`config.mk`:
```
export PLATFORM = sky130hd
export DESIGN_NAME = uart_rx_top
export DESIGN_NICKNAME = d
export VERILOG_FILES = /design/src/rtl/uart_pkg.sv /design/src/rtl/uart_sample_tick.sv /design/src/rtl/uart_rx_top.sv
export SDC_FILE = /design/constraint.sdc
export NUM_CORES = 1
export LEC_CHECK = 0
export CAP_MARGIN = 20
export CORE_UTILIZATION = 35
export CTS_BUF_LIST = sky130_fd_sc_hd__clkbuf_4 sky130_fd_sc_hd__clkbuf_8 sky130_fd_sc_hd__clkbuf_16
export DETAILED_ROUTE_END_ITERATION = 6
export HOLD_SLACK_MARGIN = 0.1
export PLACE_DENSITY_LB_ADDON = 0.2
export SYNTH_ARGS = -nofsm -noshare
export SYNTH_HDL_FRONTEND = slang
export SYNTH_SLANG_ARGS = --single-unit
```
`constraint.sdc`:
```
create_clock -name sys_clk -period 3.6 [get_ports sys_clk]
set_input_delay 1.08 -clock sys_clk [delete_from_list [all_inputs] [get_ports sys_clk]]
set_output_delay 1.08 -clock sys_clk [all_outputs]
set_load 0.005 [all_outputs]
```
`src/rtl/uart_pkg.sv`:
```
// Definitions shared by the UART receive and transmit ends: state encodings,
// default timing constants and a helper that sizes the counters.
package uart_pkg;

    // 100 MHz sys_clk, 9600 baud, 8x oversampling
    localparam int UART_N      = 1302;
    localparam int UART_SAMPLE = 8;

    typedef enum logic [1:0] {
        RX_IDLE,
        RX_START,
        RX_DATA,
        RX_STOP
    } rx_state_t;

    typedef enum logic [1:0] {
        TX_IDLE,
        TX_START,
        TX_DATA,
        TX_STOP
    } tx_state_t;

    // Bits needed to count 0..limit-1, never less than one
    function automatic int cnt_width(input int limit);
        return (limit > 1) ? $clog2(limit) : 1;
    endfunction

endpackage

```
`src/rtl/uart_sample_tick.sv`:
```
// Oversample tick generator: counts 0..N-1 and pulses tick on the terminal count.
// Shared by the RX and TX ends of the UART.
module uart_sample_tick
    import uart_pkg::*;
#(
    parameter int N = UART_N
) (
    input  logic sys_clk,
    input  logic rst,
    input  logic clear,
    input  logic enable,
    output logic tick
);

    localparam int             CW   = cnt_width(N);
    localparam logic [CW-1:0]  LAST = CW'(N - 1);

    logic [CW-1:0] count;

    assign tick = enable && (count == LAST);

    always_ff @(posedge sys_clk) begin
        if (rst || clear) begin
            count <= '0;
        end else if (enable) begin
            count <= tick ? '0 : count + 1'b1;
        end
    end

endmodule

```
`src/rtl/uart_rx_top.sv`:
```
// 8N1 UART receiver: synchronises rx, finds the start edge, samples each bit at
// its centre and reports a good byte (rx_valid) or a bad stop bit (frame_err).
//
// state    | meaning
// ---------|--------------------------------------------------------------
// RX_IDLE  | line idle, waiting for a high-to-low edge on rx
// RX_START | counting to the middle of the start bit, reject if high there
// RX_DATA  | sampling data bits 0..7 once per bit period, LSB first
// RX_STOP  | sampling the stop bit; high -> byte out, low -> framing error
module uart_rx_top
    import uart_pkg::*;
#(
    parameter int N      = UART_N,
    parameter int SAMPLE = UART_SAMPLE
) (
    input  logic       sys_clk,
    input  logic       rst,
    input  logic       rx,
    output logic [7:0] data_out,
    output logic       rx_valid,
    output logic       frame_err,
    output logic       busy
);

    localparam int            TW     = cnt_width(SAMPLE);
    localparam logic [TW-1:0] T_HALF = TW'(SAMPLE / 2 - 1);
    localparam logic [TW-1:0] T_FULL = TW'(SAMPLE - 1);

    logic rx_m, rx_s, rx_p;

    rx_state_t     state_q, state_d;
    logic [TW-1:0] tcnt_q, tcnt_d;
    logic [2:0]    idx_q, idx_d;
    logic [7:0]    shift_q, shift_d;
    logic [7:0]    data_q, data_d;
    logic          valid_q, valid_d;
    logic          ferr_q, ferr_d;
    logic          tick;
    logic          tick_clear;

    // Idle-high reset so a quiet line never looks like a start edge
    always_ff @(posedge sys_clk) begin
        if (rst) begin
            rx_m <= 1'b1;
            rx_s <= 1'b1;
            rx_p <= 1'b1;
        end else begin
            rx_m <= rx;
            rx_s <= rx_m;
            rx_p <= rx_s;
        end
    end

    // Restarting the tick phase on each state change keeps samples bit-centred
    assign tick_clear = (state_q == RX_IDLE) || (state_d != state_q);

    uart_sample_tick #(
        .N (N)
    ) u_tick (
        .sys_clk (sys_clk),
        .rst     (rst),
        .clear   (tick_clear),
        .enable  (busy),
        .tick    (tick)
    );

    always_comb begin
        state_d = state_q;
        tcnt_d  = tcnt_q;
        idx_d   = idx_q;
        shift_d = shift_q;
        data_d  = data_q;
        valid_d = 1'b0;
        ferr_d  = 1'b0;

        case (state_q)
            RX_IDLE: begin
                if (rx_p && !rx_s) state_d = RX_START;
            end
            RX_START: begin
                if (tick) begin
                    if (tcnt_q == T_HALF) state_d = rx_s ? RX_IDLE : RX_DATA;
                    else                  tcnt_d  = tcnt_q + 1'b1;
                end
            end
            RX_DATA: begin
                if (tick) begin
                    if (tcnt_q == T_FULL) begin
                        shift_d[idx_q] = rx_s;
                        tcnt_d         = '0;
                        idx_d          = idx_q + 1'b1;
                        if (idx_q == 3'd7) state_d = RX_STOP;
                    end else begin
                        tcnt_d = tcnt_q + 1'b1;
                    end
                end
            end
            RX_STOP: begin
                if (tick) begin
                    if (tcnt_q == T_FULL) begin
                        state_d = RX_IDLE;
                        if (rx_s) begin
                            data_d  = shift_q;
                            valid_d = 1'b1;
                        end else begin
                            ferr_d = 1'b1;
                        end
                    end else begin
                        tcnt_d = tcnt_q + 1'b1;
                    end
                end
            end
            default: state_d = RX_IDLE;
        endcase

        if (state_d != state_q) begin
            tcnt_d = '0;
            idx_d  = '0;
        end
    end

    always_ff @(posedge sys_clk) begin
        if (rst) begin
            state_q <= RX_IDLE;
            tcnt_q  <= '0;
            idx_q   <= '0;
            shift_q <= '0;
            data_q  <= '0;
            valid_q <= 1'b0;
            ferr_q  <= 1'b0;
        end else begin
            state_q <= state_d;
            tcnt_q  <= tcnt_d;
            idx_q   <= idx_d;
            shift_q <= shift_d;
            data_q  <= data_d;
            valid_q <= valid_d;
            ferr_q  <= ferr_d;
        end
    end

    assign data_out  = data_q;
    assign rx_valid  = valid_q;
    assign frame_err = ferr_q;
    assign busy      = (state_q != RX_IDLE);

endmodule

```
==> metrics.md <==
| Metric | Value |
|---|---|
| Post-DRT Antenna Nets | 0 |
| Non-Filler Instances | between 200 and 300 |
| IO Count | 14 |
| FMAX | 0.366 GHz |
| Final Hold Fails | 0 |
| Final Max Tran Viols | 0 |
| Worst hold path type | flip-flop to flip-flop |
| Initial antenna violation count | 0 |
| Hold path depth | 1 |
| Syn-to-layout area delta | 14.1% |
| CP Max Fanout | 15 |
| Post-synth EDFFs | 0 |
| CTS tree | built |
| Max-Cap Viols | 0 |
| LEAKAGE | 0.729 nW |
| Int Power | 662 uW |
| ANT cells | 0 |
| Syn nets | 214 |
| H-tree depth | 2 |
| Power density cells | 391 nW/um2 |
| Grt total ovfl | 0 |
| Fin crit period | 2.73 ns |
| Crit start category | flip-flop |
| First-pass GRT wire length | 5.84 mm |
| Vias | 1395 |
| Clock slew at reported path FFs | 0.08 ns |
| Final layout net count | 222 |
| Synth Cell Area | 1890 um2 |
| Fillers | 562 |
| Rows | 26 |
| Total GRT Usage | 0.138 |
| Flop pwr share | 0.533 |
| WHS Endpoint | rx_s |
| Critical Path Source | state_q[1] |
| Status | finished, final reports clean |
| Core area | 5140 um2 |
| Ys async rst share | 0 |
| Final setup TNS | 0 ns |
| WP data arrival | 1.65 ns |
| Die height | 75.4 um |
| Port Buffers | 13 |
| Peak supply drop | 149 uV |
| Clock power frac | 0.444 |
| Drt first pass iters | 4 |
| Post-synth cell types | 45 |
| FF+latch count, synth | 40 |
| Period utilization | 0.759 |
| Number of DRC markers in iteration 0 | 70 |
| RR Endpoint | tcnt_q[0] |
| Postcts setup bufs | 0 |
| PostCTS Resize Cnt | 0 |
| Worst r2r src | u_tick.count[0] |
| Synthesis warning total | 0 |
| Die ar. | 5690 um2 |
| Dpl hpwl | 2.34 mm |
| Root Buffer | clkbuf_8 |
| Wire per inst | about 12 um |
| Critical path class | flip-flop to primary output |
| Die W | roughly 75 um |
| Clk sinks | 40 |
| Hold_sp | rx_m |
| Final Skew | 0.00832 ns |
| Proportion of layout cells with a drive suffix above 1 | 0.127 |
| RSZ-0062 raised after global routing | no |
| FF-to-FF path depth | 5 |
| Vias in the first global route | around 1200 |
| CTS Buf Count | 5 |
| R2R Setup Slk | ~1.6 ns |
| Largest net degree at the start of global routing | 27 |
| Worst slew pin tran | 0.497 ns |
| CP Capture Type | primary output |
| Sw Share | 0.214 |
| DRC viols | 0 |
| Routed WL | roughly 3.4 mm |
| Max Root-Sink Buffers | 2 |
| Clk Latency, worst-skew pair | 0.30 ns |
| Avg Inst Size Synth | a little over 9 um2 |
| Comb pwr share | 0.023 |
| Starting Density | 0.367 |
| Register area share after synthesis | 0.425 |
| Hold buffers post-CTS | 0 |
| Psw | ~180 uW |
| Placed insts | 275 |
| Final setup viols | 0 |
| Critical Path RT | 2.52 ns |
| Post-synthesis cell count | 204 |
| Top_reg_cell synth | dfxtp_1 |
| RD Place Congestion | 0.750 |
| Via density | 4.93 |
| Slew margin rel. | 0.668 |
## state kept, by name (all words and copies together), names as in the netlist
name and count:
frame_err 1, shift_q 8, u_tick.count 11, rx_valid 1, data_out 8, rx_s 1, tcnt_q 3, rx_p 1
rx_m 1, state_q 2, idx_q 3
## power by group through the flow
| stage | logic (mW) | registers [mW] | clock network, mW |
|---|---|---|---|
| after floorplan | 0.0161 | 0.456 | 0 |
| after global placement | 0.0198 | 0.459 | 0 |
| after detailed placement | 0.0196 | 0.459 | 0 |
| after CTS | 0.0198 | 0.448 | 0.387 |
| after global routing | 0.0216 | 0.449 | 0.410 |
| final | 0.0195 | 0.449 | 0.374 |
## placed cells by master, fill, tap and decap left out, types with 2 or more instances in the layout
cell	n
and4b_1	2
and4_2	2
inv_1	7
nor2_2	8
nor2_1	19
nand3_1	11
xnor2_1	6
a21oi_1	13
nor4bb_1	2
o21ai_0	7
o31ai_1	2
ha_1	7
mux2i_1	9
clkbuf_8	5
dfxtp_1	40
and4_1	3
nand2b_1	2
nand2_1	8
clkdlybuf4s50_1	13
o2111ai_1	2
nor2b_1	5
nand4_1	7
and3_1	3
or2_2	3
xor2_1	4
## critical path: stages (launching register included)
cell and delay [ns]:
dfxtp_1 0.64, nor2_1 0.13, inv_1 0.10, clkdlybuf4s50_1 0.50
## routing by layer
layer  GRT usage  vias up  routed length (um)
li1            -      735                   -
met1       0.188      641                1790
met2       0.206       14                1470
met3      0.0437        5                 100
met4      0.0494        0                  46
met5           0        -                   0
## layout make-up
| class | count | area, um2 | area share |
|---|---|---|---|
| clock buffer | 5 | 68.8 | 0.0320 |
| clock inverter | 3 | 46.3 | 0.0215 |
| inverter | 7 | 26.3 | 0.0122 |
| multi-input combinational | 144 | 985 | 0.458 |
| sequential | 40 | 801 | 0.372 |
| tap | 70 | 87.6 | 0.0407 |
| timing repair buffer | 14 | 138 | 0.0640 |
## logic make-up after synthesis
group                      share of synthesized area
and+or+nand+nor                                0.271
DFF                                            0.425
AOI/OAI and AO/OA                              0.104
buffers and inverters                         0.0531
xor gates and xnor gates                      0.0464
muxes                                         0.0538
adders and majority gates                     0.0464
## synthesized netlist by cell type (4+ instances only)
cell type	number	area (um2)
nor2_1	19	71.3
nand2_1	8	30.0
a21oi_1	13	65.1
nor2_2	8	50.1
dfxtp_1	40	801
xor2_1	4	35.0
xnor2_1	6	52.6
ha_1	7	87.6
nor2b_1	5	31.3
nand3_1	11	55.1
nand4_1	7	43.8
inv_1	7	26.3
clkbuf_1	8	30.0
mux2i_1	9	90.1
o21ai_0	7	35.0
## worst max path at each step
stage	endpoint	slack, ns
2_1_floorplan	u_tick.count[4]	1.68
3_3_place_gp	u_tick.count[2]	1.13
3_5_place_dp	u_tick.count[2]	1.12
4_1_cts	busy	0.88
5_1_grt	busy	0.76
6_report	busy	0.87
## per-stage QoR
step	setup slack, ns	utilization	hold slack (ns)	cell area (um2)	power [mW]
CTS	0.878	0.419	0.424	2150	0.856
global placement	1.13	0.396	0.403	2040	0.479
finish	0.868	0.419	0.416	2150	0.842
global route	0.756	0.419	0.431	2150	0.880
floorplan	1.68	-	0.389	1890	0.472
detailed placement	1.12	0.396	0.403	2040	0.478
No activity file was read; power rests on OpenSTA's default activity.
